$ cat src/rtl/tz80_memctl.sv
// Memory controller between the Thumb Z80 core bus and byte-wide external memory.
// One memory transaction per core step, ROM write protection, read hit register, bus timeout.
module tz80_memctl #(
  parameter logic [15:0] ROM_TOP = 16'h3FFF,
  parameter int unsigned TIMEOUT = 16
) (
  input  logic        clock,
  input  logic        resetn,
  input  logic [15:0] c_address,
  input  logic [7:0]  c_wdata,
  input  logic        c_we,
  output logic [7:0]  c_rdata,
  output logic        locked,
  output logic [15:0] m_address,
  output logic [7:0]  m_wdata,
  output logic        m_we,
  output logic        m_req,
  input  logic        m_ack,
  input  logic [7:0]  m_rdata,
  input  logic        err_clr,
  output logic        rom_wr_err,
  output logic        bus_err,
  output logic [1:0]  state_dbg
);

  // Handshake: m_req is a level held with m_address/m_wdata/m_we stable until the
  // edge where m_ack is sampled high (one-cycle pulse, m_rdata valid with it) or the
  // request is aborted on timeout; m_ack is only looked at while m_req is high.

  typedef enum logic [1:0] {
    ST_IDLE = 2'd0,
    ST_REQ  = 2'd1,
    ST_DONE = 2'd2
  } state_t;

  localparam logic [7:0] TO_LAST = 8'(TIMEOUT - 1);

  state_t      state, state_nx;
  logic [7:0]  cnt, cnt_nx;
  logic        hit_valid, hit_valid_nx;
  logic [15:0] hit_addr, hit_addr_nx;
  logic [7:0]  hit_data, hit_data_nx;
  logic [7:0]  c_rdata_nx;
  logic        locked_nx;
  logic [15:0] m_address_nx;
  logic [7:0]  m_wdata_nx;
  logic        m_we_nx;
  logic        m_req_nx;
  logic        rom_set;
  logic        bus_set;

  always_comb begin
    state_nx     = state;
    cnt_nx       = cnt;
    hit_valid_nx = hit_valid;
    hit_addr_nx  = hit_addr;
    hit_data_nx  = hit_data;
    c_rdata_nx   = c_rdata;
    m_address_nx = m_address;
    m_wdata_nx   = m_wdata;
    m_we_nx      = m_we;
    m_req_nx     = m_req;
    rom_set      = 1'b0;
    bus_set      = 1'b0;
    case (state)
      ST_IDLE: begin
        if (c_we) begin
          if (c_address <= ROM_TOP) begin
            rom_set  = 1'b1;
            state_nx = ST_DONE;
          end else begin
            m_address_nx = c_address;
            m_wdata_nx   = c_wdata;
            m_we_nx      = 1'b1;
            m_req_nx     = 1'b1;
            cnt_nx       = 8'd0;
            state_nx     = ST_REQ;
          end
        end else if (hit_valid && (c_address == hit_addr)) begin
          c_rdata_nx = hit_data;
          state_nx   = ST_DONE;
        end else begin
          m_address_nx = c_address;
          m_we_nx      = 1'b0;
          m_req_nx     = 1'b1;
          cnt_nx       = 8'd0;
          state_nx     = ST_REQ;
        end
      end
      ST_REQ: begin
        if (m_ack) begin
          m_req_nx = 1'b0;
          m_we_nx  = 1'b0;
          state_nx = ST_DONE;
          if (m_we) begin
            // Write-through keeps the hit register coherent with memory.
            if (m_address == hit_addr) hit_data_nx = m_wdata;
          end else begin
            c_rdata_nx   = m_rdata;
            hit_addr_nx  = m_address;
            hit_data_nx  = m_rdata;
            hit_valid_nx = 1'b1;
          end
        end else if (cnt == TO_LAST) begin
          m_req_nx     = 1'b0;
          m_we_nx      = 1'b0;
          bus_set      = 1'b1;
          hit_valid_nx = 1'b0;
          state_nx     = ST_DONE;
          if (!m_we) c_rdata_nx = 8'hFF;
        end else begin
          cnt_nx = cnt + 8'd1;
        end
      end
      ST_DONE: state_nx = ST_IDLE;
      default: state_nx = ST_IDLE;
    endcase
    locked_nx = (state_nx == ST_DONE);
  end

  always_ff @(posedge clock or negedge resetn) begin
    if (!resetn) begin
      state      <= ST_IDLE;
      cnt        <= 8'd0;
      hit_valid  <= 1'b0;
      hit_addr   <= 16'd0;
      hit_data   <= 8'd0;
      c_rdata    <= 8'd0;
      locked     <= 1'b0;
      m_address  <= 16'd0;
      m_wdata    <= 8'd0;
      m_we       <= 1'b0;
      m_req      <= 1'b0;
      rom_wr_err <= 1'b0;
      bus_err    <= 1'b0;
    end else begin
      state      <= state_nx;
      cnt        <= cnt_nx;
      hit_valid  <= hit_valid_nx;
      hit_addr   <= hit_addr_nx;
      hit_data   <= hit_data_nx;
      c_rdata    <= c_rdata_nx;
      locked     <= locked_nx;
      m_address  <= m_address_nx;
      m_wdata    <= m_wdata_nx;
      m_we       <= m_we_nx;
      m_req      <= m_req_nx;
      // A set on the same edge as a clear wins.
      rom_wr_err <= rom_set | (rom_wr_err & ~err_clr);
      bus_err    <= bus_set | (bus_err & ~err_clr);
    end
  end

  assign state_dbg = state;

endmodule
$ cat config.mk
export PLATFORM = sky130hd
export DESIGN_NAME = tz80_memctl
export DESIGN_NICKNAME = d
export VERILOG_FILES = /design/src/rtl/tz80_memctl.sv
export SDC_FILE = /design/constraint.sdc
export NUM_CORES = 1
export LEC_CHECK = 0
export CAP_MARGIN = 20
export CORE_MARGIN = 1
export CORE_UTILIZATION = 53
export CTS_BUF_LIST = sky130_fd_sc_hd__clkbuf_8
export DETAILED_ROUTE_END_ITERATION = 8
export PLACE_DENSITY_LB_ADDON = 0.15
export SYNTH_ARGS = -nofsm -noshare
export SYNTH_HDL_FRONTEND = slang
export SYNTH_SLANG_ARGS = --single-unit
$ cat constraint.sdc
create_clock -name clock -period 2.6 [get_ports clock]
set_clock_uncertainty 0.2 [all_clocks]
set_input_delay 0.26 -clock clock [delete_from_list [all_inputs] [get_ports clock]]
set_output_delay 0.26 -clock clock [all_outputs]
set_load 0.05 [all_outputs]
Word level (Yosys, flattened, before mapping)
Index checks and enable logic that the tools add are counted.
{"block": "totals", "ff_bits": 72, "output_inout_bits": 39, "elab_cells": 93}
{"block": "op_classes", "n_addsub": 1, "magnitude_cmp": 1, "eq_ne": 18, "muxes": 41, "bitwise_logic": 7, "reduce_logical": 12}
{"operator": "8-bit two-way mux", "count": 13}
{"operator": "16-bit two-way mux", "count": 3}
{"operator": "16-bit == test", "count": 2}
{"operator": "8-bit one-hot mux with 2 select lines", "count": 2}
{"operator": "16-bit by 14-bit less-or-equal comparator with 1-bit output (second input constant)", "count": 1}
{"operator": "1-bit two-way mux", "count": 15}
{"operator": "3-bit inequality test (second input constant)", "count": 5}
{"operator": "3-bit AND reduction", "count": 5}
{"operator": "2-bit inequality test (second input constant)", "count": 7}
{"operator": "2-bit two-way mux", "count": 5}
{"operator": "8-bit by 1-bit adder with 8-bit output (second input constant)", "count": 1}
{"operator": "8-bit by 4-bit == test with 1-bit output (second input constant)", "count": 1}
{"operator": "6-bit AND reduction", "count": 1}
{"operator": "5-bit AND reduction", "count": 1}
{"operator": "1-bit one-hot mux with 2 select lines", "count": 2}
{"operator": "2-bit one-hot mux with 2 select lines", "count": 1}
{"operator": "4-bit AND reduction", "count": 1}
{"operator": "2-bit nonzero test", "count": 2}
{"operator": "1-bit inverter", "count": 3}
{"operator": "1-bit bitwise AND", "count": 2}
{"operator": "2-bit by 1-bit == test with 1-bit output (second input constant)", "count": 1}
{"operator": "2-bit == test (second input constant)", "count": 1}
{"operator": "2-bit zero test", "count": 1}
{"operator": "2-bit by 1-bit inequality test with 1-bit output (second input constant)", "count": 1}
{"operator": "2 further kinds", "count": 3}

Logic depth before layout (Yosys ltp)
Gate-level depths: netlist of run 1.
{"block": "logic_depth", "word_depth": 6, "depth_mapped": 7}

Worst setup path before layout of run 1
No wires, ideal clock.
{"block": "synth_timing", "path_type": "register -> register", "from": "register m_address[9]", "to": "register hit_data[0]", "setup_time_ps": 125, "arrival_ps": 1876, "required_ps": 2275, "setup_slack_ps": 399, "path_stages_with_launch": 6, "n_path_buf": 0, "period_less_slack_ps": 2201, "path_cell_list": "dfrtp_1 xor2_1 nor4_1 nand4_1 o21ai_2 mux2_2"}
{"block": "synth_between", "elab_chain_len": 3}
{"item": "start: declaration", "line": "14", "text": "output logic [15:0] m_address,"}
{"item": "start signal: assignment", "line": "144", "text": "m_address <= m_address_nx;"}
{"item": "16-bit == test", "line": "97", "text": "if (m_address == hit_addr) hit_data_nx = m_wdata;"}
{"item": "2-bit by 1-bit inequality test with 1-bit output (no line)"}
{"item": "3-bit AND reduction (no line)"}
{"item": "end signal: assignment", "line": "141", "text": "hit_data <= hit_data_nx;"}
{"item": "end: declaration", "line": "42", "text": "logic [7:0] hit_data, hit_data_nx;"}
Every way passes these cells.
A chain may end at the register's enable or synchronous reset.

Final worst setup path of run 1
{"block": "layout_timing", "from": "register m_we", "to": "output port m_we"}
{"item": "start: declaration", "line": "16", "text": "output logic m_we,"}
{"item": "start signal: assignment", "line": "146", "text": "m_we <= m_we_nx;"}
No word-level cell between the ends.

==> results of run 1 <==
logic make-up after synthesis:
kind of cell,Yosys count
DFF,72
muxes,63
and+or+nand+nor,49
AOI/OAI and AO/OA,38
xor gates and xnor gates,35
buffers and inverters,18
adders and majority gates,1
Yosys cell counts (all sizes together) (2+ instances only):
master / number / share of area, %
a21oi: 8 / 1.3
a32o: 2 / 0.57
a31o: 4 / 0.99
nand2b: 3 / 0.53
nor4: 5 / 1.7
nand4: 5 / 0.88
a31oi: 2 / 0.78
o22ai: 9 / 1.6
mux2: 54 / 19
nor3: 3 / 0.57
buf: 4 / 1.2
dfrtp: 72 / 51
clkbuf: 4 / 0.46
nand2: 12 / 1.3
xnor2: 18 / 4.5
nor2: 9 / 0.96
o21ai: 6 / 0.96
inv: 10 / 1.1
xor2: 17 / 4.2
mux2i: 9 / 2.5
nand3: 6 / 0.85
routing by layer:
metal  part of all wire (%)  vias up  track usage (%)
met3                    4.2        8             5.24
li1                       -     1168                -
met1                     47     1223             33.2
met5                      0        -                0
met2                     48       63             35.7
met4                    1.4        0             8.94
stage by stage:
step	util, %	cell area [µm²]	hold WS, ns	setup WS [ns]
floorplan	-	3540	-0.236	0.399
global placement	69.6	4440	0.111	0.138
detailed placement	69.6	4440	0.109	0.0910
CTS	72.6	4640	0.276	0.166
global route	72.6	4640	0.312	0.120
finish	72.6	4640	0.261	0.188
worst max path at each step:
stage | from | endpoint
floorplan | m_address[9]$_DFFE_PN0P_ | hit_data[0]$_DFFE_PN0P_
finish | m_we$_DFFE_PN0P_ | m_we
CTS | m_we$_DFFE_PN0P_ | m_we
global placement | c_address[14] | m_address[5]$_DFFE_PN0P_
detailed placement | c_address[14] | m_address[5]$_DFFE_PN0P_
global route | m_we$_DFFE_PN0P_ | m_we
report_power, final:
group	leakage (nW)	switching, W	internal, W
logic	1.04	0.00195	0.00161
registers	0.867	0.000545	0.00165
clock network	0.103	0.000398	0.000456
total	2.01	0.00289	0.00372
state kept, by name, summed over array words and instances (netlist names), 2 cells and up:
| name | count |
|---|---|
| c_rdata | 8 |
| cnt | 8 |
| hit_addr | 16 |
| hit_data | 8 |
| m_address | 16 |
| m_wdata | 8 |
| state_dbg | 2 |
final cells by class:
cell class	count	area [µm²]
clock buffers	10	138
clock inverters	5	48.8
fillers	471	1750
inverters	10	37.5
multi-input cells	186	1640
flip-flops and latches	72	1800
well taps	77	96.3
repair buffers	89	878
repair_timing:
| action | CTS | global route |
|---|---|---|
| hold buffers | 1 | 0 |
| hold endpoints to repair | 26 | 0 |
| buffers inserted | 0 | 0 |
==> results.sh, run 1 <==
export IMPL_cts_tree="built"
export IMPL_instances_no_fill=449
export IMPL_synth_area_mux_share_pct=21.1
export IMPL_setup_reg_to_reg_worst_slack_ns=0.35
export IMPL_worst_setup_path_type="register to primary output"
export IMPL_r2r_cells=6
export IMPL_share_of_async_settable_or_async_resettable_flops_after_synthesis_pct=100
export IMPL_synth_ff_type="sky130_fd_sc_hd__dfrtp_1"
export IMPL_wl_per_cell_um=16.7
export IMPL_synth_cell_types=44
export IMPL_cts_resized_gates=0
export IMPL_fp_dieH_um=83.7
export IMPL_grt_start_max_net_pins=47
export IMPL_layout_drive_gt1_share_pct=25.5
export IMPL_fmax_mhz=415
export IMPL_vias_per_cell=5.48
export IMPL_synth_edf_count=0
export IMPL_initial_core_utilization_pct=55.4
export IMPL_final_period_utilization_pct=92.8
export IMPL_synthAdderAreaFrac_pct=0.354
export IMPL_mostFrequentLayoutCell="sky130_fd_sc_hd__clkdlybuf4s50_1"
export IMPL_cp_required_ns=2.14
export IMPL_gr_usage_all_layers_pct=23.5
export IMPL_synth_compound_area_share_pct=8.07
export IMPL_cp_buffers_inverters=1
export IMPL_grt_pass1_wl_mm=12.6
export IMPL_crit_chain="clkdlybuf4s50_1"
export IMPL_floorplan_die_area_um2=7000
export IMPL_critical_path_cell_count=1
export IMPL_clock_sinks=72
export IMPL_timing_final_hold_violations=0
export IMPL_grt_setup_unrepaired="false"
export IMPL_insertedDiodeCount=0
export IMPL_slew_margin_rel_pct=59.4
export IMPL_power_density_relative_to_cell_area_nw_per_um2=1420
export IMPL_crit_family="buffers and inverters"
export IMPL_synthesis_area_per_instance_um2=12.8
export IMPL_timing_critical_path_arrival_ns=1.95
export IMPL_reg2reg_from="hit_addr[8]$_DFFE_PN0P_"
export IMPL_port_buffers=75
export IMPL_dr_first_iter_drc_count=95
export IMPL_critical_path_max_stage_delay_ns=0.91
export IMPL_synth_simple_gate_area_share_pct=8.14
export IMPL_drc=0
export IMPL_grt_overflow_total=0
export IMPL_ys_warnings_count=0
export IMPL_final_setup_viol_count=0
export IMPL_ir_drop_uv=827
export IMPL_mappedNetlistNets=314
export IMPL_power_leakage_nw=2.01
export IMPL_setup_worst_path_start_class="register"
export IMPL_synth_seq_cells=72
export IMPL_dieWidth_um=83.7
export IMPL_max_slew_worst_pin_slew_ns=0.609
export IMPL_numCtsBuffers=9
export IMPL_finalNetCount=406
export IMPL_max_capacitance_violation_count=0
export IMPL_power_total_w=0.00661
export IMPL_path_clk_slew_ns=0.07
export IMPL_ant_nets=0
export IMPL_clock_path_buffers=2
export IMPL_layout_cells_most_common_list="sky130_fd_sc_hd__clkdlybuf4s50_1, sky130_fd_sc_hd__dfrtp_1, sky130_fd_sc_hd__mux2_2"
export IMPL_core_region_area_um2=6390
export IMPL_syn_area_um2=3540
export IMPL_critical_path_peak_fanout=13
export IMPL_xor_xnor_portion_of_the_synthesized_cell_area_pct=8.67
export IMPL_fp_row_count=29
export IMPL_routed_wl_mm=7.49
export IMPL_placed_cells=433
export IMPL_synth_seq_area_share_pct=51.0
export IMPL_synth_top_family_by_area="multiplexers"
export IMPL_detailedRoute_firstPassIterationCount=4
export IMPL_postSynthCellCount=276
export IMPL_via_count=2462
export IMPL_worst_skew_pair_late_latency_ns=0.34
export IMPL_cp_slowest_cell="sky130_fd_sc_hd__clkdlybuf4s50_1"
export IMPL_min_path_type="primary input to asynchronous set/reset pin"
export IMPL_timing_final_max_slew_violations=0
export IMPL_timing_setup_tns_ns=0
export IMPL_pin_count=76
export IMPL_outcome="completed"
export IMPL_syn2layout_area_growth_pct=31.2
export IMPL_cp_end_kind="primary output"
export IMPL_hpwlAfterDp_mm=5.42
export IMPL_grt_pass1_vias=2462
export IMPL_cts_root_cell="sky130_fd_sc_hd__clkbuf_8"
export IMPL_r2r_end="hit_data[3]$_DFFE_PN0P_"
export IMPL_grt_antenna_before_repair=0
export IMPL_gpl_final_weighted_congestion=0.786
export IMPL_cts_htree_levels=3
export IMPL_fin_crit_ns=2.41
(Power assumes the default switching activity.)
==> run 2, diff against run 1 <==
--- a/config.mk
+++ b/config.mk
@@ -5,7 +5,7 @@
 export SDC_FILE = /design/constraint.sdc
 export NUM_CORES = 1
 export LEC_CHECK = 0
-export CAP_MARGIN = 20
+export CAP_MARGIN = 10
 export CORE_MARGIN = 1
 export CORE_UTILIZATION = 53
 export CTS_BUF_LIST = sky130_fd_sc_hd__clkbuf_8
==> results of run 2 <==
No change in the layout: final DEF, timing and power equal those of run 1.
